<file path="src/rtl/diners_pkg.sv">
// Shared dining-philosophers types, ring-neighbour helpers and defaults.
package diners_pkg;

   typedef enum logic [1:0] {
      THINKING = 2'd0,
      HUNGRY   = 2'd1,
      EATING   = 2'd2,
      READING  = 2'd3
   } t_state;

   localparam int unsigned DEFAULT_STARVE_LIMIT = 7;
   localparam int unsigned DEFAULT_MAX_MEAL     = 4;
   localparam int unsigned WAIT_CNT_W           = 8;

   function automatic int unsigned left_of(input int unsigned i, input int unsigned n);
      return (i == 0) ? n - 1 : i - 1;
   endfunction

   function automatic int unsigned right_of(input int unsigned i, input int unsigned n);
      return (i + 1 >= n) ? 0 : i + 1;
   endfunction

endpackage

</file>
<file path="src/rtl/dining_seat_ctrl.sv">
// One seat: THINKING/HUNGRY/EATING state, wait counter and starvation alarm.
// DINING_WAITER_MEAL_TIMEOUT_EN adds a meal counter with forced release.
module dining_seat_ctrl
   import diners_pkg::*;
#(
   parameter int unsigned STARVE_LIMIT = DEFAULT_STARVE_LIMIT
`ifdef DINING_WAITER_MEAL_TIMEOUT_EN
   ,
   parameter int unsigned MAX_MEAL = DEFAULT_MAX_MEAL
`endif
) (
   input  logic clk,
   input  logic rst_n,
   input  logic hungry_i,
   input  logic done_i,
   input  logic nbr_eat_i,
   input  logic win_i,
   output logic req_c,
   output logic eat_d_c,
   output logic eat_o,
   output logic alarm_o
`ifdef DINING_WAITER_MEAL_TIMEOUT_EN
   ,
   output logic timeout_o
`endif
);

   localparam int unsigned WAIT_W = WAIT_CNT_W;

   t_state            state_q, state_d;
   logic [WAIT_W-1:0] wait_q, wait_d;
   logic              eat_q, alarm_q;

`ifdef DINING_WAITER_MEAL_TIMEOUT_EN
   localparam int unsigned MEAL_W = (MAX_MEAL > 1) ? $clog2(MAX_MEAL) : 1;
   logic [MEAL_W-1:0] meal_q, meal_d;
   logic              timeout_q, timeout_d;
`endif

   // A seat may compete only while still requesting and with both forks free.
   assign req_c   = (state_q == HUNGRY) && hungry_i && !nbr_eat_i;
   assign eat_d_c = (state_d == EATING);
   assign eat_o   = eat_q;
   assign alarm_o = alarm_q;

   always_comb begin
      state_d = state_q;
      wait_d  = wait_q;
`ifdef DINING_WAITER_MEAL_TIMEOUT_EN
      meal_d    = meal_q;
      timeout_d = 1'b0;
`endif
      case (state_q)
         THINKING: begin
            if (hungry_i) begin
               state_d = HUNGRY;
               wait_d  = '0;
            end
         end
         HUNGRY: begin
            if (!hungry_i) begin
               state_d = THINKING;
               wait_d  = '0;
            end else if (win_i) begin
               state_d = EATING;
               wait_d  = '0;
`ifdef DINING_WAITER_MEAL_TIMEOUT_EN
               meal_d  = '0;
`endif
            end else if (wait_q < WAIT_W'(STARVE_LIMIT)) begin
               wait_d = wait_q + 1'b1;
            end
         end
         EATING: begin
            if (done_i) begin
               state_d = THINKING;
`ifdef DINING_WAITER_MEAL_TIMEOUT_EN
            end else if (meal_q == MEAL_W'(MAX_MEAL - 1)) begin
               state_d   = THINKING;
               timeout_d = 1'b1;
            end else begin
               meal_d = meal_q + 1'b1;
`endif
            end
         end
         default: state_d = THINKING;
      endcase
   end

   always_ff @(posedge clk or negedge rst_n) begin
      if (!rst_n) begin
         state_q <= THINKING;
         wait_q  <= '0;
         eat_q   <= 1'b0;
         alarm_q <= 1'b0;
      end else begin
         state_q <= state_d;
         wait_q  <= wait_d;
         eat_q   <= (state_d == EATING);
         alarm_q <= (wait_d == WAIT_W'(STARVE_LIMIT));
      end
   end

`ifdef DINING_WAITER_MEAL_TIMEOUT_EN
   assign timeout_o = timeout_q;

   always_ff @(posedge clk or negedge rst_n) begin
      if (!rst_n) begin
         meal_q    <= '0;
         timeout_q <= 1'b0;
      end else begin
         meal_q    <= meal_d;
         timeout_q <= timeout_d;
      end
   end
`endif

endmodule

</file>
<file path="src/rtl/dining_waiter.sv">
// Fork-ring waiter: round-robin grants, no adjacent eaters, per-seat starvation alarm.
// DINING_WAITER_MEAL_TIMEOUT_EN enables forced release after MAX_MEAL cycles (timeout_evt).
module dining_waiter
   import diners_pkg::*;
#(
   parameter int unsigned N_SEATS      = 3,
   parameter int unsigned STARVE_LIMIT = DEFAULT_STARVE_LIMIT,
   parameter int unsigned MAX_MEAL     = DEFAULT_MAX_MEAL,
   parameter int unsigned PTR_W        = $clog2(N_SEATS)
) (
   input  logic               clk,
   input  logic               rst_n,
   input  logic [N_SEATS-1:0] hungry,
   input  logic [N_SEATS-1:0] done,
   output logic [N_SEATS-1:0] grant,
   output logic [N_SEATS-1:0] fork_busy,
   output logic [N_SEATS-1:0] starve_alarm,
   output logic [PTR_W-1:0]   rr_ptr
`ifdef DINING_WAITER_MEAL_TIMEOUT_EN
   ,
   output logic [N_SEATS-1:0] timeout_evt
`endif
);

   if (N_SEATS < 2 || N_SEATS > 16 || STARVE_LIMIT < 1 || STARVE_LIMIT > 255 || MAX_MEAL < 1)
   begin : g_bad_params
      $error("dining_waiter: illegal parameter set");
   end

   logic [N_SEATS-1:0] req_c, win_c, eat_d_c, eat_q, nbr_eat_c, alarm_q, fork_d_c;
   logic [N_SEATS-1:0] fork_busy_q;
   logic [PTR_W-1:0]   rr_ptr_q, rr_ptr_d;
   int unsigned        best_c, win_seat_c, dist_c;

   for (genvar s = 0; s < N_SEATS; s++) begin : g_seat
      assign nbr_eat_c[s] = eat_q[left_of(s, N_SEATS)] | eat_q[right_of(s, N_SEATS)];
      assign fork_d_c[s]  = eat_d_c[s] | eat_d_c[left_of(s, N_SEATS)];

      dining_seat_ctrl #(
         .STARVE_LIMIT(STARVE_LIMIT)
`ifdef DINING_WAITER_MEAL_TIMEOUT_EN
         ,
         .MAX_MEAL    (MAX_MEAL)
`endif
      ) u_seat (
         .clk      (clk),
         .rst_n    (rst_n),
         .hungry_i (hungry[s]),
         .done_i   (done[s]),
         .nbr_eat_i(nbr_eat_c[s]),
         .win_i    (win_c[s]),
         .req_c    (req_c[s]),
         .eat_d_c  (eat_d_c[s]),
         .eat_o    (eat_q[s]),
         .alarm_o  (alarm_q[s])
`ifdef DINING_WAITER_MEAL_TIMEOUT_EN
         ,
         .timeout_o(timeout_evt[s])
`endif
      );
   end

   // Winner is the requesting seat at the smallest ring distance from rr_ptr.
   always_comb begin
      best_c     = N_SEATS;
      win_seat_c = 0;
      dist_c     = 0;
      win_c      = '0;
      for (int unsigned s = 0; s < N_SEATS; s++) begin
         dist_c = (s + N_SEATS - 32'(rr_ptr_q)) % N_SEATS;
         if (req_c[s] && dist_c < best_c) begin
            best_c     = dist_c;
            win_seat_c = s;
         end
      end
      for (int unsigned s = 0; s < N_SEATS; s++) begin
         win_c[s] = (best_c < N_SEATS) && (win_seat_c == s);
      end
      rr_ptr_d = (best_c < N_SEATS) ? PTR_W'((win_seat_c + 1) % N_SEATS) : rr_ptr_q;
   end

   always_ff @(posedge clk or negedge rst_n) begin
      if (!rst_n) begin
         rr_ptr_q    <= '0;
         fork_busy_q <= '0;
      end else begin
         rr_ptr_q    <= rr_ptr_d;
         fork_busy_q <= fork_d_c;
      end
   end

   assign grant        = eat_q;
   assign fork_busy    = fork_busy_q;
   assign starve_alarm = alarm_q;
   assign rr_ptr       = rr_ptr_q;

endmodule

</file>
<file path="config.mk">
export PLATFORM = sky130hd
export DESIGN_NAME = dining_waiter
export DESIGN_NICKNAME = d
export VERILOG_FILES = /design/src/rtl/diners_pkg.sv /design/src/rtl/dining_seat_ctrl.sv /design/src/rtl/dining_waiter.sv
export SDC_FILE = /design/constraint.sdc
export NUM_CORES = 1
export LEC_CHECK = 0
export BUFFER_PORTS_ARGS = -buffer_cell sky130_fd_sc_hd__buf_2
export CAP_MARGIN = 40
export CORE_AREA = 2 2 79 62
export CTS_CLUSTER_DIAMETER = 150
export DETAILED_ROUTE_END_ITERATION = 12
export DIE_AREA = 0 0 81 64
export PLACE_DENSITY = 0.78
export SLEW_MARGIN = 20
export SYNTH_ARGS = -nofsm -noshare
export SYNTH_HDL_FRONTEND = slang
export SYNTH_SLANG_ARGS = --single-unit
</file>
<file path="constraint.sdc">
create_clock -name clk -period 4.8 [get_ports clk]
set_input_delay 0.48 -clock clk [delete_from_list [all_inputs] [get_ports clk]]
set_output_delay 0.48 -clock clk [all_outputs]
set_load 0.005 [all_outputs]
</file>
==> results.yml, run 1 <==
layout:
  multi_input_area_um2: 1434
  layout_common_cells: "dfrtp_1 (41), ha_1 (25), inv_1 (22)"
  fin_nets: 306
  drive_above_1_share_pct: 16.42
  area_growth_pct: 10.35
  diodes: 0
  final_common_cell: "dfrtp_1"
  n_fill_cell: 365
  seq_area_um2: 1026
critical_path:
  crit_path_start_kind: "flop"
  critPathKind: "reg2reg"
  worst-endpoint-arrival_ns: 4.62
  reg2reg_from: "rr_ptr[1]"
  required_ns: 4.98
  endpoint_kind: "flop"
  r2r_cells: 16
  r2r_setup_slack_ns: 0.36
  path_max_fanout: 8
  worst_r2r_endpoint: "g_seat[2].u_seat.alarm_o"
sta:
  period_share_pct: 92.50
  setup_viol: 0
  fmax_mhz: 225.2
  finClkSkew_ns: 0.005871
  maxSlewViolCount: 0
  timing.setup.tns_ns: 0
  fin_crit_ns: 4.440
  rsz0062_at_grt: "no"
  hold-worst-slack_ns: 0.02819
  fin_ws_ns: 0.3598
  finalHoldViolations: 0
synthesis:
  synthFlopType: "dfrtp_1"
  synth_mux_area_share_pct: 2.246
  synth_cell_type_count: 64
  synth_fa_ha_area_share_pct: 12.21
  synth_top_family_by_area: "compound AO/OA/AOI/OAI gates"
  syn_avg_cell_area_um2: 10.46
  synthArstFlopShare_pct: 100.0
  ys_ff_latch: 41
  synthSimpleGateAreaFrac_pct: 18.90
  synth.yosys.warnings: 0
  syn_inst: 245
  ys_seq_area_share_pct: 40.04
  synth_compound_area_share_pct: 20.85
  synth_xor_xnor_area_share_pct: 0
  synth_area_um2: 2562
  synth-edff-count: 0
clock_tree:
  cts_buffer_depth: 2
  htree_levels: 2
  hold_buffers: 0
  numCtsBuffers: 5
  cts.sinks: 41
  ctsResizeCount: 0
  cts_tree: "built"
  clk_latency_ns: 0.29
  clk_pin_slew_ns: 0.08
  cts_root_buf: "clkbuf_8"
  postCtsSetupRepairBufs: 0
pwr:
  combPwrFrac_pct: 48.4
  p_per_area_nw_per_um2: 500.8
  p_sw_share_pct: 42.15
  ir_drop_uv: 296.6
  p_switching_uw: 596.9
  seq_power_share_pct: 35.1
  leakagePower_nw: 1.497
  pwr-share-clk_pct: 16.5
  intPower_uw: 819.1
place:
  place_hpwl_um: 3588
  place_ws_ns: 0.2873
  place_congestion: 0.9027
  port-buffer-count: 18
floorplanning:
  initial_core_util_pct: 58.75
  fp.dieW_um: 81
  ios: 19
  core_um2: 4362
  die-area_um2: 5184
  fp.dieH_um: 64
  rows: 21
status:
  status: "finished clean"
run:
  maxCapViolCount: 0
drt:
  viasPerCell: 5.553
  drt_iter0_markers: 84
  via_count: 1838
  top_layer: "met4"
  dr.pass1.iters: 4
  route.met3.wl_um: 115
  wirelength_um: 4601
  wl_met2_um: 2002
  drc: 0
  wire_per_inst_um: 13.90
  wl_met1_um: 2454
  antenna_left: 0
hold_path:
  hold_path_class: "in2async"
grt:
  grt_max_degree: 35
  grt_first_pass_wirelength_um: 8349
  first_global_vias: 1810
  grt_overflow_total: 0
  track_usage_pct: 20.97
  antenna_found_initial: 0
## cells in the mapped netlist (all sizes together), types with 5 or more instances
cell / count / share of area (%)
nor2b: 16 / 3.9
a22o: 5 / 1.7
ha: 25 / 12
nand3: 5 / 0.98
dfrtp: 41 / 40
buf: 8 / 2.4
nand2: 19 / 2.8
nand2b: 5 / 1.2
a21oi: 11 / 2.4
inv: 22 / 3.2
o21ai: 8 / 1.6
nor2: 11 / 1.9
## kinds of logic (layout without fill, tap and decap cells)
group / count (synthesis) / in the layout
compound gates: 63 / 63
fa+ha+maj: 25 / 25
buf+inv: 30 / 50
flops: 41 / 41
mux: 4 / 4
other cells: 1 / 10
simple gates: 81 / 81
## critical path, stage by stage, from the launching register on
cell	delay, ns
dfrtp_1	0.47
inv_1	0.15
ha_1	0.36
inv_1	0.13
nand3_1	0.14
ha_1	0.32
nand4b_1	0.24
mux2i_4	0.21
o2111a_1	0.25
mux2i_1	0.09
ha_1	0.21
or2_2	0.30
o311ai_4	0.37
o2111ai_2	0.27
a31oi_2	0.45
a2bb2oi_2	0.18
and4b_1	0.20
## worst max-delay path by stage
stage	start	end	slack [ns]
3_5_place_dp	rr_ptr[1]	g_seat[0].u_seat.wait_q[3]	0.29
2_1_floorplan	rr_ptr[1]	g_seat[2].u_seat.alarm_o	0.67
5_1_grt	rr_ptr[1]	g_seat[2].u_seat.alarm_o	0.05
6_report	rr_ptr[1]	g_seat[2].u_seat.alarm_o	0.36
4_1_cts	rr_ptr[1]	g_seat[0].u_seat.wait_q[3]	0.28
3_3_place_gp	rr_ptr[1]	g_seat[0].u_seat.wait_q[3]	0.40
## metal layers
metal | GRT usage [%] | vias to the layer above
li1 | - | 937
met1 | 32.13 | 876
met2 | 29.44 | 23
met3 | 4.237 | 2
met4 | 7.203 | 0
met5 | 0 | -
## final cells by class
class	instances	share of cell area [%]
Sequential cell	41	36.28
Multi-Input combinational cell	183	50.71
Clock inverter	2	0.4867
Inverter	22	2.920
Clock buffer	6	2.920
Timing Repair Buffer	20	4.159
Tap cell	57	2.522
## power groups by stage
| stage | Combinational [mW] | Clock (mW) | Sequential, mW |
|---|---|---|---|
| global route | 0.772 | 0.260 | 0.512 |
| detailed placement | 0.677 | 0 | 0.502 |
| global placement | 0.664 | 0 | 0.501 |
| finish | 0.685 | 0.234 | 0.497 |
| floorplan | 0.542 | 0 | 0.487 |
| CTS | 0.683 | 0.243 | 0.497 |
## registers in the layout, indices dropped and copies added (netlist names)
register,flops
g_seat.u_seat.wait_q,24
g_seat.u_seat.eat_o,3
g_seat.u_seat.state_q,6
g_seat.u_seat.alarm_o,3
fork_busy,3
rr_ptr,2
## stage by stage
step	area [um^2]	cells	util, %	power (mW)
after floorplan	2596	254	-	1.029
after global placement	2704	322	61.99	1.164
after detailed placement	2724	323	62.45	1.180
after CTS	2820	331	64.66	1.422
after global routing	2828	331	64.83	1.545
final	2828	331	64.83	1.416
Note: power is estimated with default switching activity, not from simulation.
==> run 2: changes to the inputs <==
SETUP_SLACK_MARGIN = 0.5   (was not set)
clock period = 5.7 ns   (was 4.8 ns; I/O delays follow)
==> run 2 against run 1 <==
Effect of this change: highest routed layer unchanged; die area unchanged; hold slack better by 0.19 ns; largest power group unchanged; routed wire length up 3.5%; critical path type unchanged; utilization shrank 0.14 points; sequential share of layout area grew 0.080 points; first-iteration DRC count rose by 27%; clock power is 20% lower.
==> results.yml, run 2 (same netlist as run 1, synthesis figures left out) <==
layout:
  n_fill_cell: 374
  drive_above_1_share_pct: 16.12
  final_common_cell: "dfrtp_1"
  final_cell_count_no_fill: 330
  seq_area_um2: 1026
  layout_common_cells: "dfrtp_1 (41), ha_1 (25), inv_1 (22)"
  multi_input_area_um2: 1434
  top_regs: "g_seat.u_seat.wait_q (24), g_seat.u_seat.state_q (6)"
  largest_register_ffs: 24
  fin_nets: 305
  diodes: 0
  regMostFlops: "g_seat.u_seat.wait_q"
  area_growth_pct: 10.11
grt:
  track_usage_pct: 21.79
  first_global_vias: 1964
  grt_max_degree: 23
  grt_overflow_total: 0
  antenna_found_initial: 0
  grt_first_pass_wirelength_um: 8700
critical_path:
  worst_r2r_endpoint: "g_seat[2].u_seat.alarm_o"
  path_max_fanout: 10
  critPathSlowestCell: "o2111a_1"
  crit_start: "rr_ptr[1]"
  reg2reg_from: "rr_ptr[1]"
  r2r_setup_slack_ns: 0.97
  endpoint_kind: "flop"
  crit_path_start_kind: "flop"
  critPathKind: "reg2reg"
  critical_path.most_common_cell: "ha_1"
  required_ns: 5.88
  worst-endpoint-arrival_ns: 4.91
  path_cells: "inv_1 -> ha_1 -> inv_1 -> nand3_1 -> ha_1 -> nand4b_1 -> mux2i_4 -> o2111a_1 -> mux2i_1 -> ha_1 -> or2_2 -> o311ai_4 -> o2111ai_2 -> a31oi_2 -> a2bb2oi_2 -> and4b_1"
  worstSetupEndpoint: "g_seat[2].u_seat.alarm_o"
  r2r_cells: 16
  crit_path_max_incr_delay_ns: 0.49
drt:
  wirelength_um: 4763
  drt_iter0_markers: 107
  drc: 0
  viasPerCell: 5.630
  dr.pass1.iters: 4
  antenna_left: 0
  wire_per_inst_um: 14.43
  via_count: 1858
clock_tree:
  numCtsBuffers: 5
  hold_buffers: 0
  cts_buffer_depth: 2
  clk_latency_ns: 0.29
  postCtsSetupRepairBufs: 0
  cts_tree: "built"
  ctsResizeCount: 0
  cts.sinks: 41
  cts_root_buf: "clkbuf_8"
  clk_pin_slew_ns: 0.08
  htree_levels: 2
sta:
  period_share_pct: 83.02
  maxSlewViolCount: 0
  finalHoldViolations: 0
  worst_pin_slew_ns: 0.5190
  fmax_mhz: 211.3
  fin_crit_ns: 4.732
  rsz0062_at_grt: "no"
  setup_viol: 0
  timing.setup.tns_ns: 0
  finClkSkew_ns: 0.004675
  relSlewSlack_pct: 65.08
place:
  place_congestion: 0.8644
  place_hpwl_um: 3786
  dp.cells: 322
  port-buffer-count: 18
floorplanning:
  fp.dieH_um: 64
  rows: 21
  initial_core_util_pct: 58.75
  fp.dieW_um: 81
  core_um2: 4362
  ios: 19
  die-area_um2: 5184
pwr:
  p_per_area_nw_per_um2: 420.1
  ir_drop_uv: 264.3
  leakagePower_nw: 1.488
  report.power.total_mw: 1.185
hold_path:
  hold_path_class: "in2async"
run:
  maxCapViolCount: 0
status:
  status: "finished clean"
## run 2: how the worst min path moves through the flow
stage	start	to	slack (ns)	cells past startpoint
2_1_floorplan	rst_n	fork_busy[0]	0.27	0
3_3_place_gp	g_seat[0].u_seat.wait_q[7]	g_seat[0].u_seat.wait_q[7]	0.48	1
3_5_place_dp	g_seat[0].u_seat.wait_q[7]	g_seat[0].u_seat.wait_q[7]	0.48	1
4_1_cts	rst_n	fork_busy[1]	0.23	1
5_1_grt	rst_n	fork_busy[1]	0.26	1
6_report	rst_n	g_seat[1].u_seat.wait_q[3]	0.22	1
## run 2: area by class of cell
| class | instances | share of cell area (%) |
|---|---|---|
| clock inverters | 3 | 0.7539 |
| well taps | 57 | 2.528 |
| repair buffers | 19 | 4.169 |
| multi-input cells | 183 | 50.82 |
| clock buffers | 5 | 2.439 |
| flip-flops and latches | 41 | 36.36 |
| inverters | 22 | 2.927 |
## run 2: routing by layer
| layer | track usage [%] | up-vias | wire length, um |
|---|---|---|---|
| li1 | - | 936 | - |
| met1 | 30.30 | 875 | 2355 |
| met2 | 33.78 | 43 | 2183 |
| met3 | 4.379 | 4 | 180 |
| met4 | 8.051 | 0 | 43 |
| met5 | 0 | - | 0 |
## run 2: power breakdown
group / internal, mW / switching (mW) / total, mW
clock network: 0.0868 / 0.100 / 0.187
registers: 0.353 / 0.0676 / 0.421
logic: 0.238 / 0.339 / 0.577
## run 2: critical path, delay by kind of cell (launching register included)
kind            cells  cell delay [ns]
compound gates      5             1.73
mux                 2             0.37
flops               1             0.47
simple gates        4             0.88
fa+ha+maj           3             0.89
buf+inv             2             0.26
## run 2: metrics by stage
stage,hold slack [ns],setup slack (ns),util [%],instance area (um^2)
detailed placement,0.4831,0.8321,62.45,2724
global placement,0.4810,1.036,61.82,2696
floorplan,0.2744,1.567,-,2596
finish,0.2231,0.9677,64.69,2821
global route,0.2625,0.6264,64.69,2821
CTS,0.2308,0.8202,64.52,2814
